$ cat src/rtl/depacketizer.sv
// Flit depacketizer: pops one flit from an upstream FIFO, splits it into head, body
// and tail fields and holds them behind a valid/ready handshake.
// Optional tail-mark check enabled by defining DEPACKETIZER_TAIL_CHECK_EN.
module depacketizer #(
  parameter int unsigned        FLIT_W    = 48,
  parameter int unsigned        FIELD_W   = 16,
  parameter logic [FIELD_W-1:0] TAIL_MARK = 16'hFFFF
) (
  input  logic               clk,
  input  logic               reset,
  input  logic               fifo_empty,
  input  logic [FLIT_W-1:0]  flit_in,
  output logic               read_enable,
  output logic [FIELD_W-1:0] HF,
  output logic [FIELD_W-1:0] BF,
  output logic [FIELD_W-1:0] TF,
  output logic               out_valid,
  input  logic               out_ready,
  output logic [15:0]        flit_count,
  output logic               err_flag,
  output logic [7:0]         err_count
);

  typedef enum logic [1:0] {StIdle, StWait, StHold} state_e;

  state_e             state_q, state_d;
  logic [FIELD_W-1:0] hf_q, hf_d, bf_q, bf_d, tf_q, tf_d;
  logic               out_valid_q, out_valid_d;
  logic [15:0]        flit_count_q, flit_count_d;
  logic               capture;
  logic               transfer;

  // Next-state and pop request; a pop is only issued when the output slot frees up.
  always_comb begin
    state_d     = state_q;
    read_enable = 1'b0;
    unique case (state_q)
      StIdle: begin
        if (!fifo_empty) begin
          read_enable = 1'b1;
          state_d     = StWait;
        end
      end
      StWait: state_d = StHold;
      StHold: begin
        if (out_ready) begin
          if (!fifo_empty) begin
            read_enable = 1'b1;
            state_d     = StWait;
          end else begin
            state_d = StIdle;
          end
        end
      end
      default: state_d = StIdle;
    endcase
    // No pop may reach the FIFO while the block is held in reset.
    if (reset) begin
      read_enable = 1'b0;
    end
  end

  assign capture  = (state_q == StWait);
  assign transfer = (state_q == StHold) && out_ready;

  // Field capture, valid flag and transfer counter next-state.
  always_comb begin
    hf_d         = hf_q;
    bf_d         = bf_q;
    tf_d         = tf_q;
    out_valid_d  = out_valid_q;
    flit_count_d = flit_count_q;
    if (capture) begin
      hf_d        = flit_in[3*FIELD_W-1:2*FIELD_W];
      bf_d        = flit_in[2*FIELD_W-1:FIELD_W];
      tf_d        = flit_in[FIELD_W-1:0];
      out_valid_d = 1'b1;
    end else if (transfer) begin
      out_valid_d = 1'b0;
    end
    if (transfer) begin
      flit_count_d = flit_count_q + 16'd1;
    end
  end

  // State and datapath registers.
  always_ff @(posedge clk or posedge reset) begin
    if (reset) begin
      state_q      <= StIdle;
      hf_q         <= '0;
      bf_q         <= '0;
      tf_q         <= '0;
      out_valid_q  <= 1'b0;
      flit_count_q <= '0;
    end else begin
      state_q      <= state_d;
      hf_q         <= hf_d;
      bf_q         <= bf_d;
      tf_q         <= tf_d;
      out_valid_q  <= out_valid_d;
      flit_count_q <= flit_count_d;
    end
  end

  assign HF         = hf_q;
  assign BF         = bf_q;
  assign TF         = tf_q;
  assign out_valid  = out_valid_q;
  assign flit_count = flit_count_q;

`ifdef DEPACKETIZER_TAIL_CHECK_EN
  logic       err_flag_q, err_flag_d;
  logic [7:0] err_count_q, err_count_d;

  // Flag a bad tail for one cycle after capture; the flit is still delivered.
  always_comb begin
    err_flag_d  = 1'b0;
    err_count_d = err_count_q;
    if (capture && (flit_in[FIELD_W-1:0] != TAIL_MARK)) begin
      err_flag_d = 1'b1;
      if (err_count_q != 8'hFF) begin
        err_count_d = err_count_q + 8'd1;
      end
    end
  end

  // Error flag and saturating error counter registers.
  always_ff @(posedge clk or posedge reset) begin
    if (reset) begin
      err_flag_q  <= 1'b0;
      err_count_q <= '0;
    end else begin
      err_flag_q  <= err_flag_d;
      err_count_q <= err_count_d;
    end
  end

  assign err_flag  = err_flag_q;
  assign err_count = err_count_q;
`else
  // Tail check compiled out; the mark parameter is only kept for interface symmetry.
  logic unused_tail_mark;
  assign unused_tail_mark = ^TAIL_MARK;
  assign err_flag         = 1'b0;
  assign err_count        = 8'h00;
`endif

endmodule

$ cat config.mk
export PLATFORM = sky130hd
export DESIGN_NAME = depacketizer
export DESIGN_NICKNAME = d
export VERILOG_FILES = /design/src/rtl/depacketizer.sv
export SDC_FILE = /design/constraint.sdc
export NUM_CORES = 1
export LEC_CHECK = 0
export ABC_AREA = 1
export CORE_AREA = 5 5 112 87
export DETAILED_ROUTE_END_ITERATION = 10
export DIE_AREA = 0 0 117 92
export GPL_TIMING_DRIVEN = 0
export PLACE_DENSITY = 0.82
export SLEW_MARGIN = 20
export SYNTH_ARGS = -nofsm -noshare
export SYNTH_HDL_FRONTEND = slang
export SYNTH_SLANG_ARGS = --single-unit
$ cat constraint.sdc
create_clock -name clk -period 2 [get_ports clk]
set_clock_uncertainty 0.1 [all_clocks]
set_input_delay 0.4 -clock clk [delete_from_list [all_inputs] [get_ports clk]]
set_output_delay 0.4 -clock clk [all_outputs]
set_load 0.1 [all_outputs]
# Yosys cells after proc, flatten, opt, wreduce, memory -nomap -nowiden

Index checks and enable logic that the tools add are counted.

Flip-flop bits (word level): 67
Bits of input ports: 52
Output and inout port bits: 75
Logic and storage cells: 25

Add/sub/neg operators: 1
Eq/ne operators: 4
Muxes and demuxes: 10
Reductions and logical operators: 4

Operator list:

| cell                  | number |
|---|---|
| $add 16x1->16 const B | 1 |
| $mux 1                | 6 |
| $pmux 2 s3            | 1 |
| $mux 2                | 2 |
| $ne 2x2->1 const B    | 2 |
| $eq 2x1->1 const B    | 1 |
| $eq 2x2->1 const B    | 1 |
| $logic_not 2->1       | 1 |
| $pmux 1 s2            | 1 |
| $reduce_and 2->1      | 1 |
| $reduce_bool 2->1     | 1 |
| $logic_and 1x1->1     | 1 |

# Logic depth before layout (Yosys ltp)

Gate-level depths: netlist of the first run.

Depth in word-level cells: 4
Depth in mapped cells: 7
Gate-level depth less buffers: 7

# Worst setup path after synthesis of the first run

OpenSTA, ideal clock, no wires.

Kind: reg2out
Start point: register state_q[1]
End point: output read_enable
Arrival time: 3.370 ns
Required time: 1.500 ns
Slack: -1.870 ns
Stages on the path, launching flop included: 4
Path buffers: 0
Cells stage by stage: dfrtp_1 -> inv_1 -> nor2_1 -> nor4_1

Word-level cells in the longest chain between the ends: 3
Elaborated cells between the ends (all ways): 4
Those cells by class: 1 x eq/ne; 2 x mux; 1 x reduce/logical

Ends and longest elaborated chain:

| item                                          | line | text |
|---|---|---|
| from (decl)                                   | 26   | `state_e state_q, state_d;` |
| from (signal assigned)                        | 89   | `state_q <= StIdle;` |
| from (signal assigned)                        | 96   | `state_q <= state_d;` |
| $eq 2x2->1 or $logic_not 2->1 (tied branches) | 37   | `unique case (state_q)` |
| $pmux 1 s2 (*)                                | 37   |  |
| $mux 1 (*)                                    | 58   | `if (reset) begin` |
| to (decl)                                     | 13   | `output logic read_enable,` |

Mark *: on every way between the ends. The rest lies on a longest branch, timed or not.

# Worst setup path after layout of the first run

Start point: register flit_count_q[6], in the netlist flit_count[6]
End point: output flit_count[6]

RTL lines:

| item                   | line | text |
|---|---|---|
| from (decl)            | 29   | `logic [15:0] flit_count_q, flit_count_d;` |
| from (signal assigned) | 101  | `flit_count_q <= flit_count_d;` |
| to (decl)              | 19   | `output logic [15:0] flit_count,` |

No word-level cell between the ends.

==> impl_metrics.ini, run 1 <==
[outcome]
status = finished clean

[worst_setup_path]
cp.required_ns = 1.50
r2r-start = state_q[0]$_DFFE_PP0P_
worst_path_largest_cell_delay_ns = 0.61
crit_fanout = 7
regToRegSetupSlack_ns = 0.61
cp-start-kind = flip-flop
worstSetupPathType = flip-flop to output port
cp-end-kind = output port
critPathArrivalTime_ns = 1.44
r2r_end = TF[1]$_DFFE_PP0P_
crit_buf_inv = 1
ff2ff_path_depth = 7
path_cells = clkdlybuf4s15_2
crit_family = buffers and inverters
crit_slowest_cell = clkdlybuf4s15_2

[detailed_routing]
vias_per_cell = 4.34
num_vias = 2556
drc = 0
drt-total-wl_um = 7840
drt_iter0_markers = 78
firstDrtPassIters = 4
ant_nets = 0
routedWlPerCell_um = 13.3

[synthesis]
yosysSeqAreaShare = 0.576
ys_types = 27
synth_area_um2 = 2910
ys_warn_count = 0
synthCells = 338
ys_seq_elements = 67
postSynthAreaPerCell_um2 = 8.61

[cts]
cts_sinks = 67
clockBufferDepth = 2
clock_latency_ns = 0.32
cts_setup_buffers = 0
cts_buffers = 9
clock_tree.root_cell = clkbuf_16
cts_htree_levels = 3
path_clk_slew_ns = 0.06
cts_tree = built

[floorplanning]
initial_utilization = 0.346
core_area_um2 = 8420
fp.dieW_um = 117
die_area_um2 = 10800
fp-row-count = 29
ioPinCount = 127
die_h_um = 92

[place]
place_congestion = 0.771
dp_hpwl_um = 5990
postPlaceCellArea_um2 = 4310
numPortBuffers = 117
pre_cts_ws_ns = -0.956

[layout]
final_cell_area_um2 = 4660
antenna_cells = 0
final_nets = 529
drive_gt1_frac = 0.239
area_growth_pct = 60.1

[power]
p_sw_w = 0.00470
peakVddDrop_uv = 1010
leakage_nw = 2.30
p_seq_frac = 0.250
p_clk_frac = 0.174
switching_share = 0.573
combPwrFrac = 0.575
power.internal_w = 0.00351
power.density_nw_per_um2 = 1760

[worst_hold_path]
hp-class = flip-flop to flip-flop
hold_depth = 2
min_to = BF[2]$_DFFE_PP0P_
worstHoldStart = BF[2]$_DFFE_PP0P_

[sta]
rsz0062_at_grt = no
hold_violations = 0
setup_viol_count_final = 0
max_freq_ghz = 0.515
tightest_slew_ns = 0.566
finalWorstSetupSlack_ns = 0.0572
maxSlewViolCount = 0
slew_headroom = 0.624
finalCritPeriodShare = 0.971
fin_crit_ns = 1.94

[grt]
grt_max_degree = 26
grt_usage = 0.156
antenna_found_initial = 0
grt.overflow.total = 0
grt_pass1_wl_um = 13400
grt_pass1_vias = 2685

[job]
cap_violations = 0
==> worst max-delay path by stage <==
stage,depth (start not counted),slack (ns),start,to
6_report,1,0.06,flit_count[6]$_DFFE_PP0P_,flit_count[6]
5_1_grt,1,0.01,flit_count[6]$_DFFE_PP0P_,flit_count[6]
4_1_cts,1,0.005,HF[0]$_DFFE_PP0P_,HF[0]
3_5_place_dp,4,-0.96,out_ready,read_enable
3_3_place_gp,4,-0.91,out_ready,read_enable
2_1_floorplan,3,-0.05,state_q[1]$_DFFE_PP0P_,read_enable
==> placed cells by master, fill, tap and decap left out, types with 3 or more instances in the layout <==
| master | count |
|---|---|
| o21bai_1 | 3 |
| clkdlybuf4s50_1 | 50 |
| clkbuf_16 | 9 |
| conb_1 | 9 |
| buf_4 | 12 |
| inv_1 | 17 |
| nand2_1 | 180 |
| nand3b_1 | 4 |
| nor2_1 | 13 |
| xor2_1 | 3 |
| dfrtp_1 | 67 |
| o21ai_0 | 3 |
| buf_2 | 6 |
| clkdlybuf4s15_2 | 64 |
| nand3_1 | 8 |
| clkinvlp_4 | 3 |
==> cell usage after synthesis <==
library cell,n,area share
nand3_1,8,0.014
nor3_2,1,0.0034
nand2_2,2,0.0043
nand4_1,2,0.0043
buf_6,1,0.0039
buf_2,6,0.010
nor2_8,1,0.0069
nor2_2,1,0.0022
nand3b_1,4,0.010
conb_1,1,0.0013
nor2_1,13,0.017
inv_1,18,0.023
xnor2_1,2,0.0060
nor2_4,2,0.0077
ha_1,1,0.0043
dfrtp_1,67,0.58
nor4_1,1,0.0022
o21bai_1,3,0.0077
xor2_1,3,0.0090
o21ai_1,1,0.0017
nand3_4,1,0.0060
buf_4,12,0.031
nand2_1,180,0.23
nor3_1,1,0.0017
inv_2,2,0.0026
xor2_2,1,0.0056
o21ai_0,3,0.0052
==> state kept, by name (all words and copies together) (netlist names) <==
register    count
BF             16
HF             16
TF             16
flit_count     16
out_valid       1
state_q         2
==> metrics by stage <==
stage / power [W] / hold slack (ns) / cells / util / TNS, ns
after floorplan: 0.00574 / 0.371 / 346 / - / -0.0510
after global placement: 0.00689 / 0.353 / 571 / 0.507 / -14.11
after detailed placement: 0.00696 / 0.357 / 573 / 0.512 / -1.97
after CTS: 0.00830 / 0.372 / 589 / 0.554 / 0
after global routing: 0.00857 / 0.394 / 589 / 0.553 / 0
final: 0.00821 / 0.365 / 589 / 0.553 / 0
==> what timing repair did <==
action	CTS	global route
endpoints found under the setup margin	66	1
gates resized for setup	202	1
endpoints found under the hold margin	0	0
hold buffers	0	0
==> power by group through the flow <==
stage	Clock, W	Sequential [W]	Combinational (W)
2_1_floorplan	0	0.00512	0.000612
3_3_place_gp	0	0.00206	0.00484
3_5_place_dp	0	0.00207	0.00489
4_1_cts	0.00148	0.00206	0.00477
5_1_grt	0.00154	0.00212	0.00491
6_report	0.00143	0.00205	0.00472
==> routing by layer <==
| metal | global-route usage | vias to the layer above | share of wire | wire (um) |
|---|---|---|---|---|
| met5 | 0 | - | 0 | 0 |
| met4 | 0.0497 | 0 | 0.014 | 107 |
| met3 | 0.0513 | 8 | 0.064 | 500 |
| met2 | 0.253 | 65 | 0.49 | 3840 |
| met1 | 0.195 | 1192 | 0.43 | 3390 |
| li1 | - | 1291 | - | - |
==> area by class of cell <==
cell class / instances / area (um2)
fill: 787 / 3760
clock buffer: 10 / 229
timing repair buffer: 119 / 1290
multi-input combinational: 240 / 1070
clock inverter: 6 / 42.5
sequential: 67 / 1680
buffer: 19 / 131
tap: 108 / 135
inverter: 20 / 78.8
==> tightest hold or removal path, cell delays in order (launching register included) <==
cell and delay, ns:
dfrtp_1 0.34, nand2_1 0.05, nand2_1 0.04
==> logic make-up (layout without fill, tap and decap cells) <==
group / after synthesis / count (layout) / synth area share
flops: 67 / 67 / 0.576
compound gates: 7 / 7 / 0.0146
xor+xnor: 6 / 6 / 0.0206
other cells: 1 / 9 / 0.00129
simple gates: 217 / 217 / 0.312
buf+inv: 39 / 174 / 0.0710
fa+ha+maj: 1 / 1 / 0.00430
(Power assumes the default switching activity.)
==> run 2, diff against run 1 <==
CAP_MARGIN = 20   (was unset)
REMOVE_ABC_BUFFERS = 1   (was unset)
==> run 2 against run 1 <==
  * Register-to-register slack worse by 0.38 ns
  * Sequential share of layout area is 1.2 points higher
  * Critical endpoint is now read_enable
  * Via count decreased by 0.90%
  * First-iteration DRC count up 72%
==> impl_metrics.ini, run 2 (synthesis gave the netlist of run 1 again) <==
[worst_setup_path]
crit_slowest_cell = clkdlybuf4s50_1
worst_path_largest_cell_delay_ns = 0.48
r2r-start = state_q[0]$_DFFE_PP0P_
cp.required_ns = 1.50
worstSetupPathType = input pin to output port
cp-start-kind = input pin
regToRegSetupSlack_ns = 0.23
critPathArrivalTime_ns = 1.42
path_cells = clkdlybuf4s50_1, nor4_2, buf_6
crit_path_start = reset
crit_fanout = 2
cp-end-kind = output port

[detailed_routing]
ant_nets = 0
firstDrtPassIters = 4
routedWlPerCell_um = 14.2
drc = 0
drt_iter0_markers = 134
met2_length_um = 3960
top_layer_used = met4
wl_met3_um = 649
drt-total-wl_um = 8120
num_vias = 2533
wl_met1_um = 3430
vias_per_cell = 4.44

[place]
pre_cts_ws_ns = -0.956
place_congestion = 0.827
postPlaceCellArea_um2 = 4140
dpl.cell_count = 553
numPortBuffers = 117
dp_hpwl_um = 5400

[sta]
hold_violations = 0
rsz0062_at_grt = yes
slew_headroom = 0.556
finalWorstSetupSlack_ns = 0.0774
finalCritPeriodShare = 0.961
hold_slack_ns = 0.352
max_freq_ghz = 0.520
fin_crit_ns = 1.92
tightest_slew_ns = 0.664
maxSlewViolCount = 0
setup_viol_count_final = 0

[layout]
antenna_cells = 0
final_nets = 511
final_cell_mix = 180 x nand2_1, 66 x dfrtp_1, 57 x clkdlybuf4s15_2
final_common_cell = nand2_1
fin_cells = 571
area_growth_pct = 55.0
fillers = 790
drive_gt1_frac = 0.214
final_cell_area_um2 = 4510
final_util = 0.536

[cts]
path_clk_slew_ns = 0.06
cts_tree = built
cts_buffers = 9
cts_hold_buf = 0
clock_tree.root_cell = clkbuf_16
cts_setup_buffers = 0
cts_sinks = 67
cts_htree_levels = 3
clock_latency_ns = 0.32
clockBufferDepth = 2

[floorplanning]
fp.dieW_um = 117
die_area_um2 = 10800
core_area_um2 = 8420
die_h_um = 92
fp-row-count = 29
ioPinCount = 127
initial_utilization = 0.346

[grt]
antenna_found_initial = 0
grt_pass1_wl_um = 13200
grt_max_degree = 50
grt_pass1_vias = 2566
grt.overflow.total = 0
grt_usage = 0.156

[power]
leakage_nw = 2.22
power.density_nw_per_um2 = 1850
peakVddDrop_uv = 967

[outcome]
status = finished clean

[job]
cap_violations = 0

[worst_hold_path]
hp-class = input pin to asynchronous set/reset pin
## run 2: repair_timing
action / in CTS / in global routing
gates resized for setup: 198 / 11
pin swaps: 1 / 0
endpoints found under the setup margin: 115 / 9
cloned: 2 / 0
## run 2: worst paths after layout
path | end | depth (start not counted)
worst max-delay path | read_enable | 3
min in group clk | HF[5]$_DFFE_PP0P_ | 2
worst min-delay path | state_q[0]$_DFFE_PP0P_ | 2
worst max register to register | TF[7]$_DFFE_PP0P_ | 5
worst min register to register | HF[5]$_DFFE_PP0P_ | 2
max in group asynchronous | TF[6]$_DFFE_PP0P_ | 3
## run 2: metrics by stage
step | power (W) | TNS, ns
after detailed placement | 0.00689 | -30.62
final | 0.00833 | 0
after global placement | 0.00683 | -121.07
after CTS | 0.00842 | -0.00965
after floorplan | 0.00568 | -14.14
after global routing | 0.00866 | -0.00796
## run 2: area by class of cell
cell class / instances / area (um2) / share of cell area
flip-flops and latches: 67 / 1680 / 0.372
repair buffers: 118 / 1220 / 0.271
multi-input cells: 242 / 1080 / 0.239
clock buffers: 11 / 253 / 0.0560
well taps: 108 / 135 / 0.0300
inverters: 20 / 80.1 / 0.0178
clock inverters: 5 / 61.3 / 0.0136
## run 2: per-layer routing
layer	vias to the layer above	GRT usage
li1	1249	-
met1	1199	0.203
met2	78	0.250
met3	7	0.0513
met4	0	0.0420
met5	-	0
## run 2: critical path, delay by kind of cell
family / cells / cell delay, ns
buffers and inverters: 2 / 0.75
AND/OR/NAND/NOR: 1 / 0.28
## run 2: where the power goes
group | internal (W) | switching [W]
logic | 0.000812 | 0.00385
registers | 0.00178 | 0.000281
clock network | 0.00103 | 0.000568
total | 0.00363 | 0.00470
